`config.mk`:
```
export PLATFORM = sky130hd
export DESIGN_NAME = chia_xung_n_flat
export DESIGN_NICKNAME = d
export VERILOG_FILES = /design/src/rtl/chia_xung_n_pkg.sv /design/src/rtl/chia_xung_n_if.sv /design/src/rtl/chia_xung_n_ch.sv /design/src/rtl/chia_xung_n.sv /design/src/flat_wrapper.sv
export SDC_FILE = /design/constraint.sdc
export NUM_CORES = 1
export LEC_CHECK = 0
export CORE_MARGIN = 5
export CORE_UTILIZATION = 35
export CTS_BUF_LIST = sky130_fd_sc_hd__clkbuf_8
export CTS_CLUSTER_DIAMETER = 100
export CTS_CLUSTER_SIZE = 40
export DETAILED_ROUTE_END_ITERATION = 16
export HOLD_SLACK_MARGIN = 0.15
export PLACE_DENSITY = 0.5
export SLEW_MARGIN = 15
export SYNTH_ARGS = -nofsm -noshare
export SYNTH_HDL_FRONTEND = slang
export SYNTH_SLANG_ARGS = --single-unit
export TNS_END_PERCENT = 1
```
`constraint.sdc`:
```
create_clock -name clki -period 4.4 [get_ports clki]
set_input_delay 0.44 -clock clki [delete_from_list [all_inputs] [get_ports clki]]
set_output_delay 0.44 -clock clki [all_outputs]
set_load 0.02 [all_outputs]
```
`src/rtl/chia_xung_n_pkg.sv`:
```
// Shared constants and helpers for the chia_xung_n multi-channel clock divider.
package chia_xung_n_pkg;

    // Supported channel-count range.
    localparam int N_MIN        = 1;
    localparam int N_MAX        = 16;

    // Default ratio width and reset ratio (1 Hz from a 100 MHz system clock).
    localparam int W_DEF        = 27;
    localparam int DIV_INIT_DEF = 100000000;

    // Width of the channel-select field; never narrower than one bit.
    function automatic int sel_w(input int n);
        return (n > 1) ? $clog2(n) : 1;
    endfunction

endpackage

```
`src/rtl/chia_xung_n_if.sv`:
```
// Control/status bundle of the clock divider: enables, phase sync, ratio load
// port, and the divided clock, tick and load-error outputs.
interface chia_xung_n_if #(
    parameter int N  = 4,
    parameter int W  = 27,
    parameter int SW = 2
);
    logic [N-1:0]  en;
    logic          sync;
    logic          div_ld;
    logic [SW-1:0] div_sel;
    logic [W-1:0]  div_val;
    logic [N-1:0]  clko;
    logic [N-1:0]  tick;
    logic          ld_err;

    // Side that drives enables/loads and consumes the divided outputs.
    modport master (
        output en, sync, div_ld, div_sel, div_val,
        input  clko, tick, ld_err
    );

    // The divider itself.
    modport slave (
        input  en, sync, div_ld, div_sel, div_val,
        output clko, tick, ld_err
    );
endinterface

```
`src/rtl/chia_xung_n_ch.sv`:
```
// One divider channel: position counter, active and shadow ratio, pending
// flag, and registered clko/tick. New ratios are staged in the shadow and only
// take effect at a period boundary, on a disabled edge or on a sync edge, so a
// running period always completes with the ratio it started with.
module chia_xung_ch #(
    parameter int W        = 27,
    parameter int DIV_INIT = 100000000
) (
    input  logic         clk_i,
    input  logic         rst_i,
    input  logic         en_i,
    input  logic         sync_i,
    input  logic         ld_i,
    input  logic [W-1:0] ld_val_i,
    output logic         clko_o,
    output logic         tick_o
);

    logic [W-1:0] cnt_q,  cnt_d;
    logic [W-1:0] div_q,  div_d;
    logic [W-1:0] pdiv_q, pdiv_d;
    logic         pend_q, pend_d;
    logic         clko_q, clko_d;
    logic         tick_q, tick_d;

    // High phase is the rounded-up half, so odd ratios get the longer high phase.
    logic [W:0]   hi_len;
    logic         last;
    logic         hold;
    logic         apply;

    // Next-state logic for counter, ratio staging and outputs.
    always_comb begin
        hi_len = ({1'b0, div_q} + (W+1)'(1)) >> 1;
        last   = (cnt_q == div_q - W'(1));
        hold   = !en_i || sync_i;

        cnt_d  = cnt_q;
        div_d  = div_q;
        pdiv_d = pdiv_q;
        pend_d = pend_q;
        clko_d = clko_q;
        tick_d = tick_q;
        apply  = 1'b0;

        if (hold) begin
            // Disabled or synced: park at phase 0 and take any staged ratio.
            cnt_d  = '0;
            clko_d = 1'b0;
            tick_d = 1'b0;
            apply  = pend_q;
        end else begin
            cnt_d  = last ? '0 : cnt_q + W'(1);
            clko_d = ({1'b0, cnt_q} < hi_len);
            tick_d = last;
            apply  = last && pend_q;
        end

        if (apply) begin
            div_d  = pdiv_q;
            pend_d = 1'b0;
        end

        // A load on the same edge as an apply lands in the shadow and stays
        // pending; the value being applied is the previous shadow contents.
        if (ld_i) begin
            pdiv_d = ld_val_i;
            pend_d = 1'b1;
        end
    end

    // State registers with synchronous reset to the initial ratio.
    always_ff @(posedge clk_i) begin
        if (rst_i) begin
            cnt_q  <= '0;
            div_q  <= W'(DIV_INIT);
            pdiv_q <= W'(DIV_INIT);
            pend_q <= 1'b0;
            clko_q <= 1'b0;
            tick_q <= 1'b0;
        end else begin
            cnt_q  <= cnt_d;
            div_q  <= div_d;
            pdiv_q <= pdiv_d;
            pend_q <= pend_d;
            clko_q <= clko_d;
            tick_q <= tick_d;
        end
    end

    assign clko_o = clko_q;
    assign tick_o = tick_q;

endmodule

```
`src/rtl/chia_xung_n.sv`:
```
// Multi-channel programmable clock divider. The top level only decodes the
// load port, rejects illegal loads (zero ratio or out-of-range channel) with a
// one-cycle ld_err pulse, and fans out to N independent channels.
module chia_xung_n
    import chia_xung_n_pkg::*;
#(
    parameter  int N        = 4,
    parameter  int W        = W_DEF,
    parameter  int DIV_INIT = DIV_INIT_DEF,
    localparam int SW       = sel_w(N)
) (
    input logic           clki,
    input logic           rst,
    chia_xung_n_if.slave  bus
);

    logic         rej;
    logic         ld_ok;
    logic [N-1:0] ld_en;
    logic [N-1:0] clko_w;
    logic [N-1:0] tick_w;
    logic         ld_err_q, ld_err_d;

    // Validate the load request and steer it to exactly one channel.
    always_comb begin
        rej      = bus.div_ld && ((bus.div_val == '0) || (int'(bus.div_sel) >= N));
        ld_ok    = bus.div_ld && !rej;
        ld_err_d = rej;
        ld_en    = '0;
        for (int c = 0; c < N; c++) begin
            ld_en[c] = ld_ok && (bus.div_sel == SW'(c));
        end
    end

    // Registered load-error pulse.
    always_ff @(posedge clki) begin
        if (rst) begin
            ld_err_q <= 1'b0;
        end else begin
            ld_err_q <= ld_err_d;
        end
    end

    for (genvar c = 0; c < N; c++) begin : g_ch
        chia_xung_ch #(
            .W        (W),
            .DIV_INIT (DIV_INIT)
        ) u_ch (
            .clk_i    (clki),
            .rst_i    (rst),
            .en_i     (bus.en[c]),
            .sync_i   (bus.sync),
            .ld_i     (ld_en[c]),
            .ld_val_i (bus.div_val),
            .clko_o   (clko_w[c]),
            .tick_o   (tick_w[c])
        );
    end

    assign bus.clko   = clko_w;
    assign bus.tick   = tick_w;
    assign bus.ld_err = ld_err_q;

endmodule

```
`src/flat_wrapper.sv`:
```
// flat-port wrapper written by rule: the top's interface ports become plain ports
module chia_xung_n_flat import chia_xung_n_pkg::*;
#(
    parameter  int N        = 4,
    parameter  int W        = W_DEF,
    parameter  int DIV_INIT = DIV_INIT_DEF,
    localparam int SW       = sel_w(N)
)
  (clki, rst, bus_en, bus_sync, bus_div_ld, bus_div_sel, bus_div_val, bus_clko, bus_tick, bus_ld_err);
  chia_xung_n_if #(.N(N), .W(W), .SW((2))) bus_i ();
  input logic clki;
  input logic rst;
  input wire logic [$bits(bus_i.en)-1:0] bus_en;
  input wire logic [$bits(bus_i.sync)-1:0] bus_sync;
  input wire logic [$bits(bus_i.div_ld)-1:0] bus_div_ld;
  input wire logic [$bits(bus_i.div_sel)-1:0] bus_div_sel;
  input wire logic [$bits(bus_i.div_val)-1:0] bus_div_val;
  output wire logic [$bits(bus_i.clko)-1:0] bus_clko;
  output wire logic [$bits(bus_i.tick)-1:0] bus_tick;
  output wire logic [$bits(bus_i.ld_err)-1:0] bus_ld_err;
  assign bus_i.en = bus_en;
  assign bus_i.sync = bus_sync;
  assign bus_i.div_ld = bus_div_ld;
  assign bus_i.div_sel = bus_div_sel;
  assign bus_i.div_val = bus_div_val;
  assign bus_clko = bus_i.clko;
  assign bus_tick = bus_i.tick;
  assign bus_ld_err = bus_i.ld_err;
  chia_xung_n #(.N(N), .W(W), .DIV_INIT(DIV_INIT)) u_core (.clki(clki), .rst(rst), .bus(bus_i));
endmodule
```
# Word-level counts from Yosys, hierarchy flattened
# Cells that the tools add are included.
totals:
  ff_bits: 337
  in_bits: 37
  out_inout_bits: 9
  elab_cells: 93
op_classes:
  addsub: 12
  n_lt_le_gt_ge: 4
  n_eq_ne: 7
  n_mux: 12
  n_reduce_logical: 33
ops:
  columns: ["cell", "n"]
  rows:
  - ["adder 27 x 1 -> 28 bit (second input constant)", 4]
  - ["adder 27 x 1 -> 27 bit (second input constant)", 4]
  - ["equality test 27 bit", 4]
  - ["< comparator 27 bit", 4]
  - ["subtractor 27 x 1 -> 27 bit (second input constant)", 4]
  - ["zero test 27 bit", 1]
  - ["2-to-1 mux 1 bit", 12]
  - ["OR reduction 3 bit", 4]
  - ["logical AND 1 bit", 10]
  - ["nonzero test 2 bit", 4]
  - ["OR reduction 2 bit", 4]
  - ["zero test 1 bit", 5]
  - ["equality test 2 bit (second input constant)", 2]
  - ["logical OR 1 bit", 4]
  - ["equality test 2 x 1 -> 1 bit (second input constant)", 1]
  - ["zero test 2 bit", 1]

# Depth between registers and ports, before layout
# Gate-level depths: netlist of the first run.
logic_depth:
  ltp_word: 6
  mapped_depth: 18

# Modules after synthesis
# A second synthesis of the first run with hierarchy kept.
hier_totals:
  hier_cells: 2620
  hier_area_um2: 22056.2
by_module_without_submodules:
  columns: ["module", "instances", "cells_per_inst", "area_each_um2", "seq_area_each_um2"]
  rows:
  - ["chia_xung_ch at u_core.g_ch[0].u_ch ...", 3, 659, 5407.7, 1681.6]
  - ["chia_xung_ch at u_core.g_ch[1].u_ch", 1, 623, 5671.7, 1681.6]
  - ["chia_xung_n", 1, 20, 161.4, 20.0]

# Worst setup path before layout of the first run
# No wires, ideal clock.
synth_timing:
  path_kind: "register -> register"
  start: "register u_core.g_ch[3].u_ch.div_q[2]"
  end: "register u_core.g_ch[3].u_ch.clko_q"
  t_arrival_ns: 3.576
  setup_slack_ns: 0.738
  path_stages_with_launch: 17
  path_buffers: 1
  synth_period_minus_slack_ns: 3.662
  path_cell_list: "dfxtp_1 -> clkbuf_1 -> and4_1 -> and4_1 -> nor2b_1 -> nor2b_1 -> nand4_1 -> xor2_1 -> ha_1 -> a21o_1 -> a21o_1 -> a21o_1 -> a21o_1 -> a21o_1 -> a21o_1 -> a211o_1 -> a211oi_1"
synth_via:
  elab_chain_cells: 2
synth_lines:
  columns: ["element", "line", "rtl"]
  rows:
  - ["start, declared", "chia_xung_n_ch.sv:20", "logic [W-1:0] div_q, div_d;"]
  - ["start signal, assigned", "chia_xung_n_ch.sv:76", "div_q <= W'(DIV_INIT);"]
  - ["start signal, assigned", "chia_xung_n_ch.sv:83", "div_q <= div_d;"]
  - ["adder 27 x 1 -> 28 bit", "chia_xung_n_ch.sv:34", "hi_len = ({1'b0, div_q} + (W+1)'(1)) >> 1;"]
  - ["< comparator 27 bit", "chia_xung_n_ch.sv:54", "clko_d = ({1'b0, cnt_q} < hi_len);"]
  - ["end signal, assigned", "chia_xung_n_ch.sv:86", "clko_q <= clko_d;"]
  - ["end, declared", "chia_xung_n_ch.sv:23", "logic clko_q, clko_d;"]
# No other way between the ends.
# A chain may end at the register's enable or synchronous reset.

# Worst setup path after layout of the first run
layout_timing:
  start: "register u_core.g_ch[3].u_ch.div_q[0]"
  end: "register u_core.g_ch[3].u_ch.div_q[25]"
layout_via:
  elab_chain_cells: 4
layout_lines:
  columns: ["element", "line", "rtl"]
  rows:
  - ["subtractor 27 x 1 -> 27 bit", "chia_xung_n_ch.sv:35", "last = (cnt_q == div_q - W'(1));"]
  - ["equality test 27 bit", "chia_xung_n_ch.sv:35", null]
  - ["logical AND 1 bit", "chia_xung_n_ch.sv:56", "apply = last && pend_q;"]
  - ["2-to-1 mux 1 bit", "chia_xung_n_ch.sv:46", "if (hold) begin"]
# No other way between the ends.

==> results.md, run 1 <==
- Clock H-tree levels: 1
- Seq/Total Area, Yosys: a little under a third
- Top Family by Delay on Critical Path: simple AND/OR/NAND/NOR gates
- Adder-cell area share of the yosys netlist: 6.68%
- Main combinational cell family by area after synthesis: simple AND/OR/NAND/NOR gates
- Pwr per Cell Area: 239 nW/um^2
- R2r setup slk: 0.29 ns
- Setup-failing EPs final: 0
- #FFs+latches synth: approximately 340
- Worst-margin pin slew: 0.953 ns
- Die footprint: 67200 sq um
- Fraction of registers with async set or reset after synthesis: 0%
- Die H: around 260 microns
- FP Rows: 91
- Largest net degree at the start of global routing: about 240
- Synth Area in Compound Gates: 8.96%
- Vias in the first global route: between 15000 and 20000
- Worst-path cell chain: inv_1 > ha_1 > nor4b_2 > nand4b_1 > xnor2_1 > a2111oi_0 > o211ai_1 > or4_1 > o21ai_4 > buf_4 > mux2i_1
- VDD IR max: approximately 0.3 mV
- Via count: 17480
- Max cap viols: 0
- Clock Tree Buf Depth: 3
- Worst r2r dst: u_core.g_ch[3].u_ch.div_q[25]
- Hold_buf cts: 0
- Clock Sink Count: about 340
- Gate Count Post-Synth: ~2600
- Most frequent cells after synthesis: 337 x dfxtp_1, 336 x nor2_1, 224 x nand2_1
- Routed Antenna Nets: 0
- Critical Path Sink: u_core.g_ch[3].u_ch.div_q[25]
- Final hold vios: 0
- Yosys top cell area share: between 30% and 40%
- Synth Area in XOR/XNOR: a little over an eighth
- EDFF count, synth: 0
- Reg-to-Reg Start: u_core.g_ch[3].u_ch.div_q[0]
- Yosys cell types: 82
- Met2 Wirelength: between 20 and 30 mm
- Area leader, netlist: dfxtp_1
- Worst Setup SP: u_core.g_ch[3].u_ch.div_q[0]
- Max Slew Vio Count: 0
- DRT Wirelength: approximately 56 mm
- Nets: around 2700
- Setup Buffers After CTS: 0
- Die X: between 200 and 300 microns
- Crit path buf inv count: 2
- Static leakage: 8.29 nW
- Overall power: about 5.6 mW
- Metal3 WL: around 2.6 mm
- Multiplexer area fraction after synthesis: ~6.9%
- Setup TNS: 0 ns
- Simple-gate share of the synthesized area: between 20 and 30%
- Required @ worst endpoint: between 4 and 5 ns
- CTS Buf Count: 21
- Worst Skew: approximately 0.077 ns
- Core area: between 60000 and 70000 sq um
- Post-Synthesis Cell Area: ~22000 sq um
- Critical Path AT: 4.69 ns
- Worst-skew pair later-pin latency: ~0.7 ns
- Dominant synthesized flop cell: dfxtp_1
- Top cells by area, synth: dfxtp_1 31%, xor2_1 7.1%, mux2i_1 6.9%
- Status: complete, no violations
- Layout cells sized above 1: under 10%
- GPL Wtd Cong: 0.824
- Worst hold path type: in -> reg
- Max layer used: met5
- Warnings from Yosys: 0
- Initial antenna violation count: 15
- Critical Path Max Stage Delay: between 0.6 and 0.7 ns
- Remaining routing DRC violations: 0
- Crit-path max FO: 27
- Starting Density: between 30% and 40%
- Tot GR Track Use: between 10% and 20%
- Synthesized Nets: ~2800
- IO Port Bufs: between 40 and 50
- Clock Pin Slew Worst Setup and Hold Paths: about 0.22 ns
- RSZ-0062 raised after global routing: false
- WP depth: 11
- DR WL/cell: about 17 microns
- Io pins: 46
- Layout area overhead: 7.86%
- Most common cell in the synthesized netlist: dfxtp_1
- Worst hold path depth: 2
- First-pass GRT wire length: 90.7 mm
- Vias per inst: approximately 5.1
- DP Wirelength: between 40 and 50 mm
- Wire length on met1: about 27 mm
- R2r worst-path depth: 11
- Worst path slowest cell: or4_1
- Tmin final: a little over 4 ns
- Mapped Avg Cell Area: 8.25 sq um
- Drt pass-1 iters: 5
- CP Launch Type: register
- Fmax: 243 MHz
- Resize count post-CTS: 0
- Relative max-transition margin: between 30 and 40%
- CTS Root Cell: clkbuf_8
- Final Cycle Share: around 93%
- Critical path class: reg -> reg
- Overflow after GRT: 0
- Initial DRC count: 1159
- CTS tree: built
- CP Capture Type: register
==> registers in the layout, summed over array words and instances, names as in the netlist <==
signal and cells:
u_core.g_ch.u_ch.cnt_q 108, u_core.bus.ld_err 1, u_core.g_ch.u_ch.tick_o 4, u_core.g_ch.u_ch.pdiv_q 108
u_core.g_ch.u_ch.pend_q 4, u_core.g_ch.u_ch.div_q 108, u_core.g_ch.u_ch.clko_o 4
==> where the power goes <==
part           total, mW  switching (mW)  internal [mW]  leakage [nW]
Combinational      0.368           0.217          0.151          5.24
Clock               2.09            1.44          0.649         0.319
Sequential          3.15          0.0395           3.11          2.73
==> metrics by stage <==
stage | instances | hold slack, ns | utilization, % | area [sq um] | setup WS [ns]
final | 3404 | 0.236 | 38.1 | 23400 | 0.291
after global routing | 3400 | 0.234 | 38.0 | 23400 | 0.0956
after CTS | 3397 | 0.182 | 38.0 | 23400 | 0.334
after detailed placement | 3359 | 0.449 | 36.9 | 22700 | 0.454
after global placement | 3359 | 0.446 | 36.9 | 22700 | 0.560
after floorplan | 2634 | 0.436 | - | 21700 | 0.738
==> cell type report <==
cell class,instances,area [sq um]
fill,6243,38200
multi-input combinational,2066,14000
sequential,337,6750
tap,837,1050
timing repair buffer,85,767
clock inverter,17,425
clock buffer,21,289
inverter,34,128
antenna,7,17.5
==> worst register-to-register path, stage by stage (launching register included) <==
cell	delay [ns]
dfxtp_1	0.45
inv_1	0.09
ha_1	0.21
nor4b_2	0.65
nand4b_1	0.22
xnor2_1	0.17
a2111oi_0	0.44
o211ai_1	0.19
or4_1	0.69
o21ai_4	0.18
buf_4	0.42
mux2i_1	0.26
==> worst min-delay path by stage <==
stage | end | slack, ns | start
CTS | u_core.g_ch[3].u_ch.pdiv_q[19] | 0.18 | rst
global placement | u_core.g_ch[3].u_ch.pdiv_q[15] | 0.45 | u_core.g_ch[3].u_ch.pdiv_q[15]
detailed placement | u_core.g_ch[0].u_ch.pdiv_q[4] | 0.45 | u_core.g_ch[0].u_ch.pdiv_q[4]
global route | u_core.g_ch[3].u_ch.pdiv_q[19] | 0.23 | rst
finish | u_core.g_ch[3].u_ch.pdiv_q[19] | 0.24 | rst
floorplan | u_core.g_ch[3].u_ch.pdiv_q[13] | 0.44 | u_core.g_ch[3].u_ch.pdiv_q[13]
==> layout by cell type, fill, tap and decap left out, types with 7 or more instances in the layout <==
| cell | netlist | layout |
|---|---|---|
| or3_1 | 14 | 14 |
| a31oi_1 | 9 | 9 |
| nor3_1 | 41 | 39 |
| xnor2_1 | 156 | 156 |
| nor2_1 | 336 | 334 |
| nor4b_1 | 10 | 10 |
| a21oi_1 | 72 | 72 |
| diode_2 | 0 | 7 |
| nor3b_1 | 9 | 9 |
| mux2i_1 | 149 | 149 |
| nor4_1 | 39 | 39 |
| o211ai_1 | 8 | 8 |
| nand4_1 | 53 | 53 |
| a21o_1 | 40 | 40 |
| xor2_1 | 177 | 177 |
| nand3_1 | 107 | 107 |
| nand2b_1 | 141 | 141 |
| nand2_1 | 224 | 224 |
| or4_1 | 21 | 21 |
| inv_1 | 34 | 34 |
| clkinv_16 | 0 | 11 |
| nand3b_1 | 31 | 31 |
| o2111ai_1 | 7 | 7 |
| dfxtp_1 | 337 | 337 |
| a211o_1 | 30 | 30 |
| nor2b_1 | 40 | 40 |
| and4_1 | 22 | 22 |
| and2_1 | 14 | 14 |
| buf_4 | 12 | 39 |
| and3_1 | 46 | 46 |
| ha_1 | 116 | 116 |
| clkbuf_8 | 0 | 22 |
| a211oi_1 | 17 | 17 |
| clkdlybuf4s50_1 | 0 | 44 |
| o31ai_1 | 8 | 7 |
| o21ai_0 | 30 | 30 |
==> per-layer routing <==
metal,vias to the layer above,track usage (%)
met5,-,0
met4,8,3.20
met3,71,2.81
met2,242,26.6
met1,8276,22.6
li1,8883,-
==> cell families after synthesis <==
family          count (synthesis)
mux                           149
buf+inv                       231
simple gates                 1191
xor+xnor                      333
flops                         337
compound gates                277
fa+ha+maj                     116
Note: power is estimated with default switching activity, not from simulation.
==> inputs of run 2 (changes only) <==
- CORE_UTILIZATION: 35 -> 30
- GPL_ROUTABILITY_DRIVEN: unset -> 0
- PLACE_DENSITY: 0.5 -> 0.44
==> run 2 against run 1 <==
Global-route usage decreased by 1.4 points. Sequential cell count did not move. Combinational power about the same. Sequential share of layout area barely moved. Count of clock-buffer cells in the layout shrank 2. Hold slack worse by 0.015 ns. Critical path depth did not move. Clock power is 9.6% lower. Routed wire length increased by 5.2%. Cell area grew 0.17%. Utilization shrank 5.3 points. Clock skew increased by 0.0091 ns.
==> results.md, run 2 (synthesis gave the netlist of run 1 again) <==
- Required @ worst endpoint: 4.96 ns (was 4.98 ns)
- Nets: 2702 (was 2698)
- Final hold vios: 0 (unchanged)
- CTS tree: built (unchanged)
- CTS Buf Count: 19 (was 21)
- First-pass GRT wire length: 95.7 mm (was 90.7 mm)
- Setup TNS: 0 ns (unchanged)
- CP Capture Type: register (unchanged)
- Static leakage: 8.28 nW (was 8.29 nW)
- WP depth: 11 (unchanged)
- DP Wirelength: 44.3 mm (was 41.8 mm)
- Final Cycle Share: 92.6% (was 93.4%)
- IO Port Bufs: 45 (unchanged)
- Setup WS post-layout: 0.326 ns (was 0.291 ns)
- CP Launch Type: register (unchanged)
- Die H: 279 microns (was 259 microns)
- Hold Path Sink: u_core.g_ch[3].u_ch.pdiv_q[25] (was u_core.g_ch[3].u_ch.pdiv_q[19])
- Multi-input gate area: 14000 sq um (about the same)
- Core area: 71700 sq um (was 61600 sq um)
- Min-delay src: rst (unchanged)
- Routed Antenna Nets: 0 (unchanged)
- Post-place setup slack: 0.397 ns (was 0.454 ns)
- Drt pass-1 iters: 5 (unchanged)
- Crit-path max FO: 27 (unchanged)
- Post-Layout Inst Area: 23500 sq um (was 23400 sq um)
- Overflow after GRT: 0 (unchanged)
- Initial antenna violation count: 9 (was 15)
- Worst Skew: 0.0859 ns (was 0.0768 ns)
- Status: complete, no violations (unchanged)
- Tmin final: 4.07 ns (was 4.11 ns)
- Commonest cells after routing, fill and taps aside: 337 x dfxtp_1, 334 x nor2_1, 224 x nand2_1 (unchanged)
- Die X: 279 microns (was 259 microns)
- Clock H-tree levels: 1 (unchanged)
- Reg-to-Reg Start: u_core.g_ch[0].u_ch.div_q[0] (was u_core.g_ch[3].u_ch.div_q[0])
- FP Rows: 98 (was 91)
- Clock Pin Slew Worst Setup and Hold Paths: 0.21 ns (was 0.22 ns)
- Critical Path AT: 4.64 ns (was 4.69 ns)
- Remaining routing DRC violations: 0 (unchanged)
- Critical Path Max Stage Delay: 0.67 ns (was 0.69 ns)
- Register area: 6750 sq um (unchanged)
- Top Family by Delay on Critical Path: compound AO/OA/AOI/OAI gates (was simple AND/OR/NAND/NOR gates)
- Clock Tree Buf Depth: 3 (unchanged)
- Biggest regs: u_core.g_ch.u_ch.cnt_q x108, u_core.g_ch.u_ch.div_q x108, u_core.g_ch.u_ch.pdiv_q x108 (unchanged)
- Fillers: 7586 (was 6243)
- Fmax: 245 MHz (was 243 MHz)
- Max cap viols: 0 (unchanged)
- Worst r2r dst: u_core.g_ch[0].u_ch.div_q[23] (was u_core.g_ch[3].u_ch.div_q[25])
- Worst-path cell chain: inv_1 > ha_1 > or4b_4 > or4_1 > a2111oi_0 > o211ai_1 > nor4_2 > o2111ai_2 > a21boi_4 > buf_4 > mux2i_1 (was inv_1 > ha_1 > nor4b_2 > nand4b_1 > xnor2_1 > a2111oi_0 > o211ai_1 > or4_1 > o21ai_4 > buf_4 > mux2i_1)
- Placed instance area: 22900 sq um (was 22700 sq um)
- Via count: 17406 (was 17480)
- Worst path slowest cell: a2111oi_0 (was or4_1)
- Critical path class: reg -> reg (unchanged)
- R2r worst-path depth: 11 (unchanged)
- VDD IR max: 0.270 mV (was 0.301 mV)
- Initial DRC count: 1032 (was 1159)
- Largest net degree at the start of global routing: 267 (was 238)
- Crit path buf inv count: 2 (unchanged)
- Max Slew Vio Count: 0 (unchanged)
- DR WL/cell: 16.8 microns (was 16.5 microns)
- Pwr per Cell Area: 230 nW/um^2 (was 239 nW/um^2)
- Io pins: 46 (unchanged)
- Worst hold path depth: 2 (unchanged)
- Vias in the first global route: 17080 (was 16537)
- DRT Wirelength: 59.2 mm (was 56.2 mm)
- Tot GR Track Use: 14.8% (was 16.2%)
- Relative max-transition margin: 25.6% (was 35.9%)
- Worst-margin pin slew: 1.11 ns (was 0.953 ns)
- Die footprint: 77900 sq um (was 67200 sq um)
- Layout area overhead: 8.04% (was 7.86%)
- Clock Sink Count: 337 (unchanged)
- Starting Density: 30.3% (was 35.3%)
- Worst hold path type: in -> reg (unchanged)
- RSZ-0062 raised after global routing: false (unchanged)
- Vias per inst: 4.95 (was 5.14)
- R2r setup slk: 0.33 ns (was 0.29 ns)
- Commonest non-fill, non-tap cell in the layout: dfxtp_1 (unchanged)
- Layout cells sized above 1: 4.53% (about the same)
- Worst-skew pair later-pin latency: 0.68 ns (was 0.69 ns)
- Setup-failing EPs final: 0 (unchanged)
- Hold_buf cts: 0 (unchanged)
- CTS Root Cell: clkbuf_8 (unchanged)
==> run 2: changes by cell type in the layout (fill, tap and decap cells not counted), sizes merged <==
cell and delta:
buf +6, clkinv -6, inv +3, clkbuf -2, diode -2, bufinv +1
clkinvlp -1
==> run 2: layer usage <==
metal / track usage (%) / up-vias / wire length, microns
met3: 2.32 / 57 / 2090
met1: 20.5 / 8261 / 28900
met4: 2.43 / 12 / 778
met2: 24.8 / 184 / 27300
met5: 0 / - / 82
li1: - / 8892 / -
==> run 2: worst max-delay path by stage <==
| stage | from | endpoint |
|---|---|---|
| final | u_core.g_ch[0].u_ch.div_q[0] | u_core.g_ch[0].u_ch.div_q[23] |
| after floorplan | u_core.g_ch[3].u_ch.div_q[2] | u_core.g_ch[3].u_ch.clko_o |
| after global placement | u_core.g_ch[2].u_ch.div_q[4] | u_core.g_ch[2].u_ch.clko_o |
| after CTS | u_core.g_ch[0].u_ch.div_q[0] | u_core.g_ch[0].u_ch.div_q[23] |
| after global routing | u_core.g_ch[3].u_ch.div_q[0] | u_core.g_ch[3].u_ch.div_q[23] |
| after detailed placement | u_core.g_ch[0].u_ch.div_q[0] | u_core.g_ch[0].u_ch.div_q[23] |
==> run 2: area by class of cell <==
type | count | area share [%]
clock buffers | 19 | 1.11
flip-flops and latches | 337 | 28.7
multi-input cells | 2066 | 59.8
diodes | 5 | 0.0533
inverters | 34 | 0.544
repair buffers | 91 | 3.46
well taps | 950 | 5.06
clock inverters | 14 | 1.28
==> run 2: power by group <==
| part | internal [mW] | switching (mW) | leakage [nW] |
|---|---|---|---|
| sequential | 3.11 | 0.0392 | 2.73 |
| combinational | 0.150 | 0.219 | 5.28 |
| clock | 0.601 | 1.29 | 0.269 |
==> run 2: repair_timing <==
| action | 4_1_cts | 5_1_grt |
|---|---|---|
| gates resized for setup | 0 | 1 |
| setup buffers | 0 | 0 |
| endpoints found under the setup margin | 0 | 14 |
==> run 2: through the flow <==
stage | util (%) | hold WS [ns] | std cells | power [mW]
6_report | 32.7 | 0.221 | 3516 | 5.41
5_1_grt | 32.7 | 0.175 | 3513 | 5.67
4_1_cts | 32.7 | 0.167 | 3511 | 5.53
3_5_place_dp | 31.9 | 0.448 | 3478 | 3.58
3_3_place_gp | 31.9 | 0.444 | 3478 | 3.58
2_1_floorplan | - | 0.436 | 2634 | 3.43
